$ cat config.mk
export PLATFORM = sky130hd
export DESIGN_NAME = spi_exchange
export DESIGN_NICKNAME = d
export VERILOG_FILES = /design/src/rtl/spi_exchange.sv
export SDC_FILE = /design/constraint.sdc
export NUM_CORES = 1
export LEC_CHECK = 0
export CORE_AREA = 2 2 81 83
export CTS_BUF_LIST = sky130_fd_sc_hd__clkbuf_8
export DETAILED_ROUTE_END_ITERATION = 8
export DIE_AREA = 0 0 83 85
export PLACE_DENSITY = 0.94
export SYNTH_ARGS = -nofsm -noshare
export SYNTH_HDL_FRONTEND = slang
export SYNTH_SLANG_ARGS = --single-unit
$ cat constraint.sdc
create_clock -name clk -period 2.58 [get_ports clk]
set_input_delay 0.387 -clock clk [delete_from_list [all_inputs] [get_ports clk]]
set_output_delay 0.387 -clock clk [all_outputs]
set_load 0.01 [all_outputs]
$ cat src/rtl/spi_exchange.sv
`default_nettype none
// ============================================================================
// Module   : spi_exchange
// Brief    : Full-duplex SPI mode-0 word swap between an internal master and
//            slave shift register. Define XCHG_LSB_FIRST_EN for LSB-first lines.
// Revision : 1.0 - initial release
// ============================================================================
module spi_exchange #(
    parameter int DATA_W  = 16,
    parameter int CLK_DIV = 4
) (
    input  logic              clk,
    input  logic              rst_n,
    input  logic              st,
    input  logic [DATA_W-1:0] MASTER_dat,
    input  logic [DATA_W-1:0] SLAVE_dat,
    output logic              SCLK,
    output logic              MOSI,
    output logic              MISO,
    output logic              cs_n,
    output logic              busy,
    output logic              done,
    output logic [DATA_W-1:0] MASTER_rx,
    output logic [DATA_W-1:0] SLAVE_rx
);

    localparam int BIT_W = (DATA_W > 1) ? $clog2(DATA_W) : 1;
    localparam int DIV_W = $clog2(CLK_DIV) + 1;
    localparam logic [BIT_W-1:0] C_BIT_LAST = BIT_W'(DATA_W - 1);
    localparam logic [DIV_W-1:0] C_DIV_LAST = DIV_W'(CLK_DIV - 1);

    typedef enum logic [1:0] {
        S_IDLE  = 2'd0,
        S_LOAD  = 2'd1,
        S_SHIFT = 2'd2,
        S_DONE  = 2'd3
    } state_t;

    state_t              state_q, state_d;
    logic [DATA_W-1:0]   master_sr_q, master_sr_d;
    logic [DATA_W-1:0]   slave_sr_q, slave_sr_d;
    logic [DATA_W-1:0]   master_rx_q, master_rx_d;
    logic [DATA_W-1:0]   slave_rx_q, slave_rx_d;
    logic [BIT_W-1:0]    bit_cnt_q, bit_cnt_d;
    logic [DIV_W-1:0]    div_q, div_d;
    logic                sclk_q, sclk_d;
    logic                m_smp_q, m_smp_d;
    logic                s_smp_q, s_smp_d;
    logic                done_q, done_d;

    logic                w_mosi;
    logic                w_miso;
    logic [DATA_W-1:0]   w_master_shift;
    logic [DATA_W-1:0]   w_slave_shift;

`ifdef XCHG_LSB_FIRST_EN
    assign w_mosi         = master_sr_q[0];
    assign w_miso         = slave_sr_q[0];
    assign w_master_shift = {m_smp_q, master_sr_q[DATA_W-1:1]};
    assign w_slave_shift  = {s_smp_q, slave_sr_q[DATA_W-1:1]};
`else
    assign w_mosi         = master_sr_q[DATA_W-1];
    assign w_miso         = slave_sr_q[DATA_W-1];
    assign w_master_shift = {master_sr_q[DATA_W-2:0], m_smp_q};
    assign w_slave_shift  = {slave_sr_q[DATA_W-2:0], s_smp_q};
`endif

    always_ff @(posedge clk or negedge rst_n) begin
        if (!rst_n) begin
            state_q     <= S_IDLE;
            master_sr_q <= '0;
            slave_sr_q  <= '0;
            master_rx_q <= '0;
            slave_rx_q  <= '0;
            bit_cnt_q   <= '0;
            div_q       <= '0;
            sclk_q      <= 1'b0;
            m_smp_q     <= 1'b0;
            s_smp_q     <= 1'b0;
            done_q      <= 1'b0;
        end else begin
            state_q     <= state_d;
            master_sr_q <= master_sr_d;
            slave_sr_q  <= slave_sr_d;
            master_rx_q <= master_rx_d;
            slave_rx_q  <= slave_rx_d;
            bit_cnt_q   <= bit_cnt_d;
            div_q       <= div_d;
            sclk_q      <= sclk_d;
            m_smp_q     <= m_smp_d;
            s_smp_q     <= s_smp_d;
            done_q      <= done_d;
        end
    end

    always_comb begin
        state_d     = state_q;
        master_sr_d = master_sr_q;
        slave_sr_d  = slave_sr_q;
        master_rx_d = master_rx_q;
        slave_rx_d  = slave_rx_q;
        bit_cnt_d   = bit_cnt_q;
        div_d       = div_q;
        sclk_d      = sclk_q;
        m_smp_d     = m_smp_q;
        s_smp_d     = s_smp_q;
        done_d      = 1'b0;

        case (state_q)
            S_IDLE: begin
                if (st) state_d = S_LOAD;
            end
            S_LOAD: begin
                master_sr_d = MASTER_dat;
                slave_sr_d  = SLAVE_dat;
                bit_cnt_d   = '0;
                div_d       = '0;
                sclk_d      = 1'b0;
                state_d     = S_SHIFT;
            end
            S_SHIFT: begin
                if (div_q == C_DIV_LAST) begin
                    div_d  = '0;
                    sclk_d = ~sclk_q;
                    if (!sclk_q) begin
                        // Rising SCLK: both ends sample the opposite line.
                        m_smp_d = w_miso;
                        s_smp_d = w_mosi;
                    end else begin
                        master_sr_d = w_master_shift;
                        slave_sr_d  = w_slave_shift;
                        if (bit_cnt_q == C_BIT_LAST) begin
                            state_d = S_DONE;
                        end else begin
                            bit_cnt_d = bit_cnt_q + 1'b1;
                        end
                    end
                end else begin
                    div_d = div_q + 1'b1;
                end
            end
            S_DONE: begin
                // done is registered so it rises together with the captured words.
                master_rx_d = master_sr_q;
                slave_rx_d  = slave_sr_q;
                done_d      = 1'b1;
                state_d     = S_IDLE;
            end
            default: state_d = S_IDLE;
        endcase
    end

    // Select stays asserted through DONE so it only deasserts for the idle gap.
    assign cs_n      = (state_q == S_IDLE);
    assign busy      = (state_q != S_IDLE);
    assign SCLK      = sclk_q;
    assign MOSI      = w_mosi;
    assign MISO      = w_miso;
    assign done      = done_q;
    assign MASTER_rx = master_rx_q;
    assign SLAVE_rx  = slave_rx_q;

endmodule
`default_nettype wire

==> impl_metrics.env, run 1 <==
export IMPL_grt_pass1_vias=2468
export IMPL_slew_headroom=0.3682
export IMPL_ys_async_sr_fraction=1.000
export IMPL_worstSetupPathType="flop to output port"
export IMPL_nNetsFinal=391
export IMPL_drv_cap=0
export IMPL_synth_simple_area_share=0.08454
export IMPL_cts_buffer_depth=2
export IMPL_synth_compound_gate_area_share=0.06331
export IMPL_setup_violations=0
export IMPL_antenna_left=0
export IMPL_seqCellArea_sq_um=1927
export IMPL_nFillCells=420
export IMPL_insertion_delay_ns=0.34
export IMPL_slew_violations=0
export IMPL_muxShareOfSynthArea=0.2220
export IMPL_crit_arrival_ns=1.73
export IMPL_power_density_nw_per_um2=521.3
export IMPL_grt_first_pass_wirelength_um=11740
export IMPL_die_width_um=83
export IMPL_tritoncts="built"
export IMPL_place_gp_congestion=0.8174
export IMPL_drtIter0Drc=116
export IMPL_required_ns=2.19
export IMPL_drt_pre_antenna_iters=4
export IMPL_dp_hpwl_um=4811
export IMPL_root_buffer="clkbuf_8"
export IMPL_fin_crit_ns=2.114
export IMPL_worst_hold_path_type="primary input to asynchronous set/reset pin"
export IMPL_synth_top_family_by_area="multiplexers"
export IMPL_diodes=0
export IMPL_layout_drive_gt1_share=0.1619
export IMPL_cts_clk_slew_worst_paths_ns=0.08
export IMPL_post_cts_setup_buffers=0
export IMPL_ff2ff_setup_slack_ns=0.57
export IMPL_r2r_end="master_sr_q[10]$_DFFE_PN0P_"
export IMPL_via_count=2340
export IMPL_r2r_cells=5
export IMPL_area_growth_pct=29.20
export IMPL_critPathLaunchType="flop"
export IMPL_rows=29
export IMPL_hold_violations=0
export IMPL_synth_top_area_share=0.5736
export IMPL_finalWirelength_um=7081
export IMPL_cts_made_buffers=9
export IMPL_finClkSkew_ns=0.01200
export IMPL_wl_per_cell_um=16.51
export IMPL_synth_area_top_cells="dfrtp_1 57%, mux2_2 11%, mux2i_1 10%"
export IMPL_gr_total_overflow=0
export IMPL_netlist_area_sq_um=3359
export IMPL_cp_end_kind="output port"
export IMPL_status="complete, no violations"
export IMPL_die_h_um=85
export IMPL_drc=0
export IMPL_synthDistinctLibCells=27
export IMPL_syn_nets=317
export IMPL_yosysSeqAreaShare=0.5736
export IMPL_die_area_sq_um=7055
export IMPL_yosysMostFrequentCell="dfrtp_1"
export IMPL_initial_core_util=0.5414
export IMPL_post_cts_resized=0
export IMPL_synth_flop_cell="dfrtp_1"
export IMPL_crit_start="state_q[0]$_DFFE_PN0P_"
export IMPL_cts_max_level=3
export IMPL_syn_area_per_cell_sq_um=12.22
export IMPL_worst_pin_slew_ns=0.9477
export IMPL_vdd_drop_max_v=0.0003563
export IMPL_grt_max_degree=78
export IMPL_viasPerCell=5.455
export IMPL_r2r_start="state_q[0]$_DFFE_PN0P_"
export IMPL_clock_sinks=77
export IMPL_fin_setup_tns_ns=0
export IMPL_port_buffers=72
export IMPL_rsz0062_at_grt="false"
export IMPL_cts_hold_buf=0
export IMPL_grtUsageTotal=0.2091
export IMPL_syn_inst=275
export IMPL_synth_warning_count=0
export IMPL_multiInputGateArea_sq_um=1344
export IMPL_synth_area_leader_cell="dfrtp_1"
export IMPL_p_leak_nw=2.215
export IMPL_core_sq_um=6205
export IMPL_synth_top_cells_by_count="77 x dfrtp_1, 38 x nand2_1, 35 x o21ai_0"
export IMPL_antenna_found_initial=0
export IMPL_synth_seq_cells=77
export IMPL_power_mw=2.263
export IMPL_crit_fanout=4
export IMPL_synth_edf_count=0
export IMPL_synthXorXnorAreaFrac=0.002607
export IMPL_min_period_over_period=0.8195
export IMPL_io_pins=73
export IMPL_synthAdderAreaFrac=0.02607
export IMPL_fmax_mhz=473.0
-- through the flow --
stage	std cells	instance area, sq um	setup WS [ns]	utilization	hold slack [ns]
after floorplan	275	3359	1.016	-	0.09141
after global placement	415	4153	0.7330	0.6693	0.4764
after detailed placement	415	4153	0.5698	0.6693	0.4804
after CTS	429	4340	0.4622	0.6995	0.2252
after global routing	429	4340	0.3555	0.6995	0.2661
final	429	4340	0.4657	0.6995	0.1856
-- layout make-up --
| cell class | instances | share of cell area |
|---|---|---|
| well taps | 77 | 0.02220 |
| repair buffers | 78 | 0.1758 |
| clock buffers | 10 | 0.03171 |
| flip-flops and latches | 77 | 0.4439 |
| inverters | 6 | 0.005189 |
| clock inverters | 4 | 0.01153 |
| multi-input cells | 177 | 0.3096 |
-- how the worst max path moves through the flow --
stage	to	slack, ns
2_1_floorplan	master_sr_q[10]$_DFFE_PN0P_	1.02
3_3_place_gp	master_sr_q[10]$_DFFE_PN0P_	0.73
3_5_place_dp	master_sr_q[10]$_DFFE_PN0P_	0.57
4_1_cts	busy	0.46
5_1_grt	busy	0.36
6_report	busy	0.47
-- per-layer routing --
metal / global-route usage / routed length, um
met5: 0 / 0
met4: 0.06855 / 88
met3: 0.04475 / 291
met2: 0.3585 / 3644
met1: 0.2673 / 3057
-- registers in the layout, summed over array words and instances, names as in the netlist, 2 cells and up --
register     count
MASTER_rx       16
SLAVE_rx        16
master_sr_q     16
slave_sr_q      16
bit_cnt_q        4
div_q            3
state_q          2
-- layout by cell type (no fill, tap or decap) --
master,n
mux2_1,2
ha_1,5
a211oi_1,1
a21boi_0,1
xnor2_1,1
nor3b_1,1
o21ai_0,35
bufinv_16,1
a21oi_1,1
clkdlybuf4s50_1,71
inv_1,6
and3b_4,1
mux2i_1,34
nand3b_1,1
clkinvlp_4,2
nand3_1,7
nand2b_1,2
buf_4,7
a22o_1,1
or4b_1,3
mux2_2,32
clkinv_2,1
nor2_1,3
dfrtp_1,77
a221oi_1,1
mux2i_4,1
ha_2,2
nand2_1,38
nand4_1,3
clkbuf_8,10
nor2b_1,1
-- power breakdown --
group          switching, mW  internal, mW  leakage (nW)  total, mW
logic                 0.0492        0.0664          1.14      0.116
clock network          0.430         0.461        0.0902      0.891
registers             0.0228          1.23         0.982       1.26
total                  0.502          1.76          2.21       2.26
-- worst max-delay path: stages, from the launching register on --
cell,delay [ns]
dfrtp_1,0.40
inv_1,0.10
ha_1,0.27
inv_1,0.08
clkdlybuf4s50_1,0.53
-- kinds of logic after synthesis --
kind of cell               Yosys count
AOI/OAI and AO/OA                   40
muxes                               69
adders and majority gates            7
DFF                                 77
buffers and inverters               21
and+or+nand+nor                     60
xor gates and xnor gates             1
(Power assumes the default switching activity.)
==> inputs of run 2 (changes only) <==
CORE_AREA = 2 2 88 90   (was 2 2 81 83)
DIE_AREA = 0 0 90 92   (was 0 0 83 85)
PLACE_DENSITY = 0.85   (was 0.94)
clock period = 1.7 ns   (was 2.58 ns; I/O delays follow)
==> impl_metrics.env, run 2 (same netlist as run 1, synthesis figures left out) <==
export IMPL_status="complete, no violations"
export IMPL_cts_buffer_depth=2
export IMPL_rows=32
export IMPL_gr_total_overflow=0
export IMPL_place_area_sq_um=4282
export IMPL_required_ns=1.92
export IMPL_wl_per_cell_um=14.77
export IMPL_finalWirelength_um=6882
export IMPL_grt_pass1_vias=2482
export IMPL_finClkSkew_ns=0.009191
export IMPL_clock_sinks=77
export IMPL_r2r_start="state_q[0]$_DFFE_PN0P_"
export IMPL_setup_slack_ns=0.08910
export IMPL_dp_hpwl_um=4828
export IMPL_core_sq_um=7447
export IMPL_cts_max_level=3
export IMPL_cp_end_kind="flop"
export IMPL_antenna_found_initial=0
export IMPL_min_period_over_period=0.9476
export IMPL_initial_core_util=0.4511
export IMPL_viasPerCell=5.079
export IMPL_dp_cells=448
export IMPL_grt_max_degree=47
export IMPL_worst_hold_path_type="primary input to asynchronous set/reset pin"
export IMPL_fin_setup_tns_ns=0
export IMPL_critPathLaunchType="flop"
export IMPL_rsz0062_at_grt="true"
export IMPL_crit_arrival_ns=1.83
export IMPL_io_pins=73
export IMPL_via_count=2367
export IMPL_power_density_nw_per_um2=770.0
export IMPL_slew_violations=0
export IMPL_r2r_cells=6
export IMPL_vdd_drop_max_v=0.0005802
export IMPL_pre_cts_ws_ns=0.05037
export IMPL_ff2ff_setup_slack_ns=0.09
export IMPL_grtUsageTotal=0.1811
export IMPL_setup_violations=0
export IMPL_root_buffer="clkbuf_8"
export IMPL_diodes=0
export IMPL_cts_made_buffers=9
export IMPL_fin_crit_ns=1.611
export IMPL_layout_drive_gt1_share=0.1978
export IMPL_cts_clk_slew_worst_paths_ns=0.08
export IMPL_grt_first_pass_wirelength_um=11800
export IMPL_design_area_sq_um=4527
export IMPL_r2r_end="master_sr_q[0]$_DFFE_PN0P_"
export IMPL_drt_pre_antenna_iters=4
export IMPL_drc=0
export IMPL_fin_util=0.6079
export IMPL_area_growth_pct=34.75
export IMPL_layout_commonest_cell="dfrtp_1"
export IMPL_tritoncts="built"
export IMPL_drv_cap=0
export IMPL_die_area_sq_um=8280
export IMPL_drtIter0Drc=81
export IMPL_port_buffers=72
export IMPL_nNetsFinal=401
export IMPL_power_mw=3.486
export IMPL_antenna_left=0
export IMPL_worstSetupPathType="flop to flop"
export IMPL_fmax_mhz=620.8
export IMPL_whs_ns=0.3956
export IMPL_layout_common_cells="76 x dfrtp_1, 69 x clkdlybuf4s50_1, 38 x nand2_1"
export IMPL_crit_fanout=46
export IMPL_die_h_um=92
export IMPL_fin_cells=466
export IMPL_place_gp_congestion=0.7270
export IMPL_insertion_delay_ns=0.35
export IMPL_slew_headroom=0.6942
export IMPL_worst_pin_slew_ns=0.4587
export IMPL_die_width_um=90
export IMPL_p_leak_nw=2.284
export IMPL_hold_violations=0
[run 2: worst max-delay path, cell delays in order, from the launching register on]
cell and delay, ns:
dfrtp_1 0.40, buf_4 0.15, ha_1 0.23, buf_4 0.16, mux2i_4 0.18, buf_12 0.23
o21ai_0 0.13
[run 2: layer usage]
metal,global-route usage,wire [um]
met2,0.2976,3415
met4,0.09487,146
met5,0,0
met1,0.2208,2973
met3,0.04684,347
[run 2: how the worst max path moves through the flow]
stage	cells after the start	from	endpoint
final	6	state_q[0]$_DFFE_PN0P_	master_sr_q[0]$_DFFE_PN0P_
after global routing	7	state_q[0]$_DFFE_PN0P_	slave_sr_q[10]$_DFFE_PN0P_
after CTS	1	SCLK$_DFFE_PN0P_	SCLK
after detailed placement	5	bit_cnt_q[0]$_DFFE_PN0P_	bit_cnt_q[3]$_DFFE_PN0P_
after global placement	6	state_q[0]$_DFFE_PN0P_	slave_sr_q[1]$_DFFE_PN0P_
after floorplan	6	state_q[0]$_DFFE_PN0P_	master_sr_q[10]$_DFFE_PN0P_
[run 2: power by group]
part | switching, mW | leakage, nW | internal, mW
Clock | 0.682 | 0.100 | 0.716
Combinational | 0.0736 | 1.20 | 0.109
Sequential | 0.0348 | 0.981 | 1.87
[run 2: area by class of cell]
type	instances	area (sq um)
multi-input cells	177	1373
clock buffers	10	137.6
clock inverters	6	62.56
flip-flops and latches	77	1928
fillers	631	2920
well taps	102	127.6
repair buffers	88	875.8
inverters	6	22.52
[run 2: what timing repair did]
action,4_1_cts,5_1_grt
pin swaps,1,0
gates resized for setup,4,5
endpoints found under the setup margin,2,39
endpoints found under the hold margin,32,0
hold buffers,1,0
setup buffers,1,0
